File: config.mk
export PLATFORM = sky130hd
export DESIGN_NAME = iir_axis_out_fifo
export DESIGN_NICKNAME = d
export VERILOG_FILES = /design/src/rtl/iir_axis_pkg.sv /design/src/rtl/iir_fifo_mem.sv /design/src/rtl/iir_axis_out_fifo.sv
export SDC_FILE = /design/constraint.sdc
export NUM_CORES = 1
export LEC_CHECK = 0
export ABC_AREA = 0
export CORE_MARGIN = 3
export CORE_UTILIZATION = 50
export CTS_CLUSTER_SIZE = 16
export DETAILED_ROUTE_END_ITERATION = 12
export DONT_BUFFER_PORTS = 1
export PLACE_DENSITY = 0.63
export SETUP_SLACK_MARGIN = 0.15
export SYNTH_ARGS = -nofsm -noshare
export SYNTH_HDL_FRONTEND = slang
export SYNTH_SLANG_ARGS = --single-unit
File: constraint.sdc
create_clock -name clk -period 3.8 [get_ports clk]
set_input_delay 0.95 -clock clk [delete_from_list [all_inputs] [get_ports clk]]
set_output_delay 0.95 -clock clk [all_outputs]
set_load 0.01 [all_outputs]
File: src/rtl/iir_axis_pkg.sv
// Shared constants for the biquad-side AXI-Stream blocks.
//   IIR_DATA_WIDTH  : default signed sample width (matches biquad inout width)
//   IIR_FIFO_DEPTH  : default output FIFO entry count
//   IIR_LEVEL_WIDTH : occupancy width for the default depth (0..DEPTH inclusive)
//   iir_level_width : occupancy width helper for any depth
package iir_axis_pkg;

  localparam int unsigned IIR_DATA_WIDTH  = 16;
  localparam int unsigned IIR_FIFO_DEPTH  = 16;
  localparam int unsigned IIR_LEVEL_WIDTH = $clog2(IIR_FIFO_DEPTH) + 1;

  // Occupancy needs one extra bit so that DEPTH itself is representable.
  function automatic int unsigned iir_level_width(input int unsigned depth);
    return $clog2(depth) + 1;
  endfunction

endpackage

File: src/rtl/iir_fifo_mem.sv
// Storage array for iir_axis_out_fifo: DEPTH x DATA_WIDTH registers,
// synchronous write, asynchronous read.
//   clk       : write clock
//   wr_en     : write strobe
//   wr_addr   : write address
//   wr_data   : write data
//   rd_addr   : read address
//   rd_data_c : combinational read data at rd_addr
module iir_fifo_mem
  import iir_axis_pkg::*;
#(
  parameter int unsigned DATA_WIDTH = IIR_DATA_WIDTH,
  parameter int unsigned DEPTH      = IIR_FIFO_DEPTH
) (
  input  logic                     clk,
  input  logic                     wr_en,
  input  logic [$clog2(DEPTH)-1:0] wr_addr,
  input  logic [DATA_WIDTH-1:0]    wr_data,
  input  logic [$clog2(DEPTH)-1:0] rd_addr,
  output logic [DATA_WIDTH-1:0]    rd_data_c
);

  logic [DATA_WIDTH-1:0] mem [DEPTH];

  // Contents need no reset: validity is tracked by the FIFO occupancy.
  always_ff @(posedge clk) begin
    if (wr_en) begin
      mem[wr_addr] <= wr_data;
    end
  end

  assign rd_data_c = mem[rd_addr];

endmodule

File: src/rtl/iir_axis_out_fifo.sv
// Output FIFO for the biquad AXI-Stream sample path, first-word-fall-through.
// Optional overflow detector: define IIR_FIFO_OVF_DETECT_EN to compile it in.
//   clk, rst_n     : clock, asynchronous active-low reset
//   s_axis_tdata   : signed sample from the biquad
//   s_axis_tvalid  : sample valid from the biquad
//   s_axis_tready  : space available (level != DEPTH)
//   m_axis_tdata   : oldest stored sample (0 when empty)
//   m_axis_tvalid  : FIFO non-empty
//   m_axis_tready  : downstream consumer ready
//   level          : occupancy, 0..DEPTH
//   ovf_flag       : sticky "sample offered while full" (0 when detector absent)
// DEPTH must be a power of two in 4..256 so pointers wrap naturally.
module iir_axis_out_fifo
  import iir_axis_pkg::*;
#(
  parameter int unsigned DATA_WIDTH = IIR_DATA_WIDTH,
  parameter int unsigned DEPTH      = IIR_FIFO_DEPTH
) (
  input  logic                   clk,
  input  logic                   rst_n,
  input  logic [DATA_WIDTH-1:0]  s_axis_tdata,
  input  logic                   s_axis_tvalid,
  output logic                   s_axis_tready,
  output logic [DATA_WIDTH-1:0]  m_axis_tdata,
  output logic                   m_axis_tvalid,
  input  logic                   m_axis_tready,
  output logic [$clog2(DEPTH):0] level,
  output logic                   ovf_flag
);

  localparam int unsigned PTR_W = $clog2(DEPTH);
  localparam int unsigned LVL_W = iir_level_width(DEPTH);

  logic [PTR_W-1:0]      wr_ptr_q, wr_ptr_d;
  logic [PTR_W-1:0]      rd_ptr_q, rd_ptr_d;
  logic [LVL_W-1:0]      level_q, level_d;
  logic                  tvalid_q, tvalid_d;
  logic                  tready_q, tready_d;
  logic [DATA_WIDTH-1:0] tdata_q, tdata_d;
  logic [DATA_WIDTH-1:0] mem_rd_data_c;
  logic                  push_c;
  logic                  pop_c;

  assign push_c = s_axis_tvalid && tready_q;
  assign pop_c  = tvalid_q && m_axis_tready;

  // The memory is read at the post-edge head address so the head sample can be
  // registered onto m_axis_tdata.
  iir_fifo_mem #(
    .DATA_WIDTH (DATA_WIDTH),
    .DEPTH      (DEPTH)
  ) u_mem (
    .clk       (clk),
    .wr_en     (push_c),
    .wr_addr   (wr_ptr_q),
    .wr_data   (s_axis_tdata),
    .rd_addr   (rd_ptr_d),
    .rd_data_c (mem_rd_data_c)
  );

  // Next-state: pointers, occupancy, and the registered head/flags.
  always_comb begin
    wr_ptr_d = wr_ptr_q;
    rd_ptr_d = rd_ptr_q;
    level_d  = level_q;
    tvalid_d = tvalid_q;
    tready_d = tready_q;
    tdata_d  = tdata_q;

    wr_ptr_d = wr_ptr_q + PTR_W'(push_c);
    rd_ptr_d = rd_ptr_q + PTR_W'(pop_c);
    level_d  = level_q + LVL_W'(push_c) - LVL_W'(pop_c);
    tvalid_d = (level_d != LVL_W'(0));
    tready_d = (level_d != LVL_W'(DEPTH));

    // A sample written this edge into the slot that becomes head is not yet
    // visible in the array, so bypass it straight from the input.
    if (level_d == LVL_W'(0)) begin
      tdata_d = '0;
    end else if (push_c && (wr_ptr_q == rd_ptr_d)) begin
      tdata_d = s_axis_tdata;
    end else begin
      tdata_d = mem_rd_data_c;
    end
  end

  // State register.
  always_ff @(posedge clk or negedge rst_n) begin
    if (!rst_n) begin
      wr_ptr_q <= '0;
      rd_ptr_q <= '0;
      level_q  <= '0;
      tvalid_q <= 1'b0;
      tready_q <= 1'b1;
      tdata_q  <= '0;
    end else begin
      wr_ptr_q <= wr_ptr_d;
      rd_ptr_q <= rd_ptr_d;
      level_q  <= level_d;
      tvalid_q <= tvalid_d;
      tready_q <= tready_d;
      tdata_q  <= tdata_d;
    end
  end

  assign s_axis_tready = tready_q;
  assign m_axis_tvalid = tvalid_q;
  assign m_axis_tdata  = tdata_q;
  assign level         = level_q;

`ifdef IIR_FIFO_OVF_DETECT_EN
  logic ovf_q;

  // Sticky: any sample offered while full was lost upstream of this FIFO.
  always_ff @(posedge clk or negedge rst_n) begin
    if (!rst_n) begin
      ovf_q <= 1'b0;
    end else if (s_axis_tvalid && (level_q == LVL_W'(DEPTH))) begin
      ovf_q <= 1'b1;
    end
  end

  assign ovf_flag = ovf_q;
`else
  assign ovf_flag = 1'b0;
`endif

endmodule

==> impl_results.md <==
* Status: finished, final reports clean
* Most frequent CP cell: nand2_1
* Clock transition at path regs at 60 ps
* Total GRT Usage at 18.63%
* Gpl congestion at 0.7614
* RR Startpoint: s_axis_tready
* CTS root buf: clkbuf_16
* Fmax at 331.2 MHz
* I/O Buffers at 0
* RSZ-0062 raised after global routing: false
* Count of final hold-check violations at 0
* Vias at 5401
* Crit end category: flop
* Grt total ovfl at 0
* Worst-skew pair later-pin latency at 540 ps
* Routed Antenna Nets at 0
* Site Rows at 55
* Initial antenna violation count at 0
* Register area share after synthesis at 72.24%
* Setup TNS at 0 ps
* Max Root-Sink Buffers at 3
* Residual DRC at 0
* Number of flops mapped to enable cells by yosys at 256
* Hold Crit Class: input pin to asynchronous set/reset pin
* Pre-antenna DRT Iters at 5
* Vias in the first global route at 5566
* CP Class: flop to flop
* Tcrit/Tclk final at 79.46%
* Global-route wire length before repair at 35.65 mm
* Max cap viols at 0
* Relative slew slack at 62.09%
* Max H-tree Level at 1
* Commonest cells after routing, fill and taps aside: edfxtp_1 (256), mux2i_1 (129), clkbuf_16 (30), dfrtp_1 (30), buf_4 (24)
* Worst IR Drop VDD at 0.7478 mV
* DIE AREA at 0.02531 mm²
* Die height at 159.1 µm
* Syn avg cell area at 19.73 µm²
* Critical Path Fanout Max at 16
* Worst-margin pin slew at 568.0 ps
* Worst EP required at 4200 ps
* Vias per cell at 5.614
* CTS tree: built
* Pre-CTS setup slack at 359.3 ps
* Critical Path Source: s_axis_tready
* Post-CTS Setup Inserts at 0
* # setup viols final at 0
* Iter 0 DRT Violations at 382
* Layout cells sized above 1 at 20.80%
* Final Worst Setup Slack at 780.6 ps
* Synth Warn # at 0
* Netlist cell types at 42
* Tmin final at 3019 ps
* Clk sinks at 287
* Mapped Area at 0.01172 mm²
* Fill count at 1743
* Final #Nets at 654
* Top FF cell, synth: edfxtp_1
* Startpoint Class: flop
* Cell area power density at 884.9 mW/mm²
* Post_cts resized at 0
* Cts hold-fix bufs at 0
* Cts bufs inserted at 30
* Die width at 159.1 µm
* Max Transition Viols Final at 0
* Total Wirelength at 23.70 mm
* Largest net degree at the start of global routing at 57
* Final HPWL DP at 13.59 mm
* Synth async-reset ratio at 10.80%
* Io pins at 44
* Pleak at 4.758 nW
* Commonest non-fill, non-tap cell in the layout: edfxtp_1
* Fin Clk Skew at 12.87 ps
* Initial core utilization at 51.29%
* CP max stage delay at 550 ps
* Antenna cells at 0
* Wire length per cell at 24.63 µm
* Synth Instances at 594
* Core ar. at 0.02285 mm²
* Slowest library cell on the worst path: dfstp_2
* Arr. time, crit path at 3420 ps
* Worst-path cell chain: nand2_1, nand3_1, nand2_1, ha_1, fa_1, xor2_1, nor4b_1, mux2i_1, o211ai_2, buf_4, o22ai_1
* Area Overhead vs Synth at 12.00%
* Mapped Nets at 622
* Yosys reg bits at 287
-- worst max-delay path: cells and delay by family, from the launching register on --
kind            cells  cell delay [ps]
buf+inv             1              330
compound gates      2              310
xor+xnor            1              200
mux                 1              200
simple gates        4              630
flops               1              550
fa+ha+maj           2              660
-- final cells by class --
cell class | count | area [µm²] | share of cell area (%)
flip-flops and latches | 287 | 8464 | 64.50
inverters | 21 | 78.83 | 0.6006
multi-input cells | 258 | 3022 | 23.02
clock buffers | 46 | 850.8 | 6.483
repair buffers | 28 | 260.3 | 1.983
clock inverters | 9 | 56.30 | 0.4290
well taps | 313 | 391.6 | 2.984
-- cell usage after synthesis, types with 2 or more instances --
library cell | count | area share [%]
inv_1 | 21 | 0.67
nand2_1 | 5 | 0.16
mux2_2 | 16 | 1.5
mux2i_1 | 129 | 11
ha_1 | 7 | 0.75
nor3_1 | 4 | 0.17
a21oi_1 | 2 | 0.085
nand2b_1 | 3 | 0.16
buf_6 | 14 | 1.3
o22ai_1 | 6 | 0.32
mux4_1 | 18 | 4.0
a21o_1 | 2 | 0.13
o22ai_2 | 10 | 1.1
edfxtp_1 | 256 | 66
xor2_2 | 3 | 0.42
buf_2 | 2 | 0.085
nor2_1 | 13 | 0.42
buf_4 | 5 | 0.32
xor2_1 | 2 | 0.15
dfrtp_1 | 30 | 6.4
xnor2_1 | 6 | 0.45
mux4_2 | 14 | 2.7
clkbuf_1 | 5 | 0.16
nand3_1 | 3 | 0.13
-- report_power, final --
part           internal [W]  switching [W]
registers           0.00396       0.000318
clock network       0.00153        0.00111
logic               0.00234        0.00234
-- sequential cells by signal (all words and copies together) (netlist names) --
signal	flops
level	5
u_mem.mem	256
m_axis_tvalid	1
wr_ptr_q	4
m_axis_tdata	16
rd_ptr_q	4
s_axis_tready	1
-- final timing paths --
kind                       slack (ps)              end  depth (start not counted)
max in group asynchronous        3520    s_axis_tready                          0
min                               100         level[3]                          0
min reg2reg                       580      wr_ptr_q[3]                          1
max reg2reg                       780  m_axis_tdata[1]                         11
max                               780  m_axis_tdata[1]                         11
min in group clk                  500  u_mem.mem[0][2]                          0
-- kinds of logic (layout without fill, tap and decap cells) --
group | Yosys count | count (layout) | synth area share [%]
DFF | 287 | 287 | 72.24
muxes | 177 | 177 | 19.28
buffers and inverters | 49 | 104 | 2.755
and+or+nand+nor | 37 | 37 | 1.581
AOI/OAI and AO/OA | 22 | 22 | 1.783
xor gates and xnor gates | 13 | 13 | 1.410
adders and majority gates | 8 | 8 | 0.9183
other | 1 | 1 | 0.03200
-- metrics by stage --
stage               total power (W)  area, µm²  hold slack (ps)  utilization, %  cells
global placement           0.008929      12220            575.1           53.47    907
detailed placement         0.009072      12220            571.5           53.47    907
finish                      0.01161      13120            103.3           57.44    962
global route                0.01216      13120            62.08           57.44    962
floorplan                  0.008065      11720            476.5               -    594
CTS                         0.01172      13120            73.66           57.44    962
-- routing by layer --
metal / vias to the layer above / wire [µm] / share of wire (%) / GRT usage, %
li1: 2413 / - / - / -
met1: 2857 / 10720 / 45 / 26.28
met2: 114 / 11750 / 50 / 30.99
met3: 17 / 970 / 4.1 / 3.278
met4: 0 / 250 / 1.1 / 3.900
met5: - / 0 / 0 / 0
(Power assumes the default switching activity.)
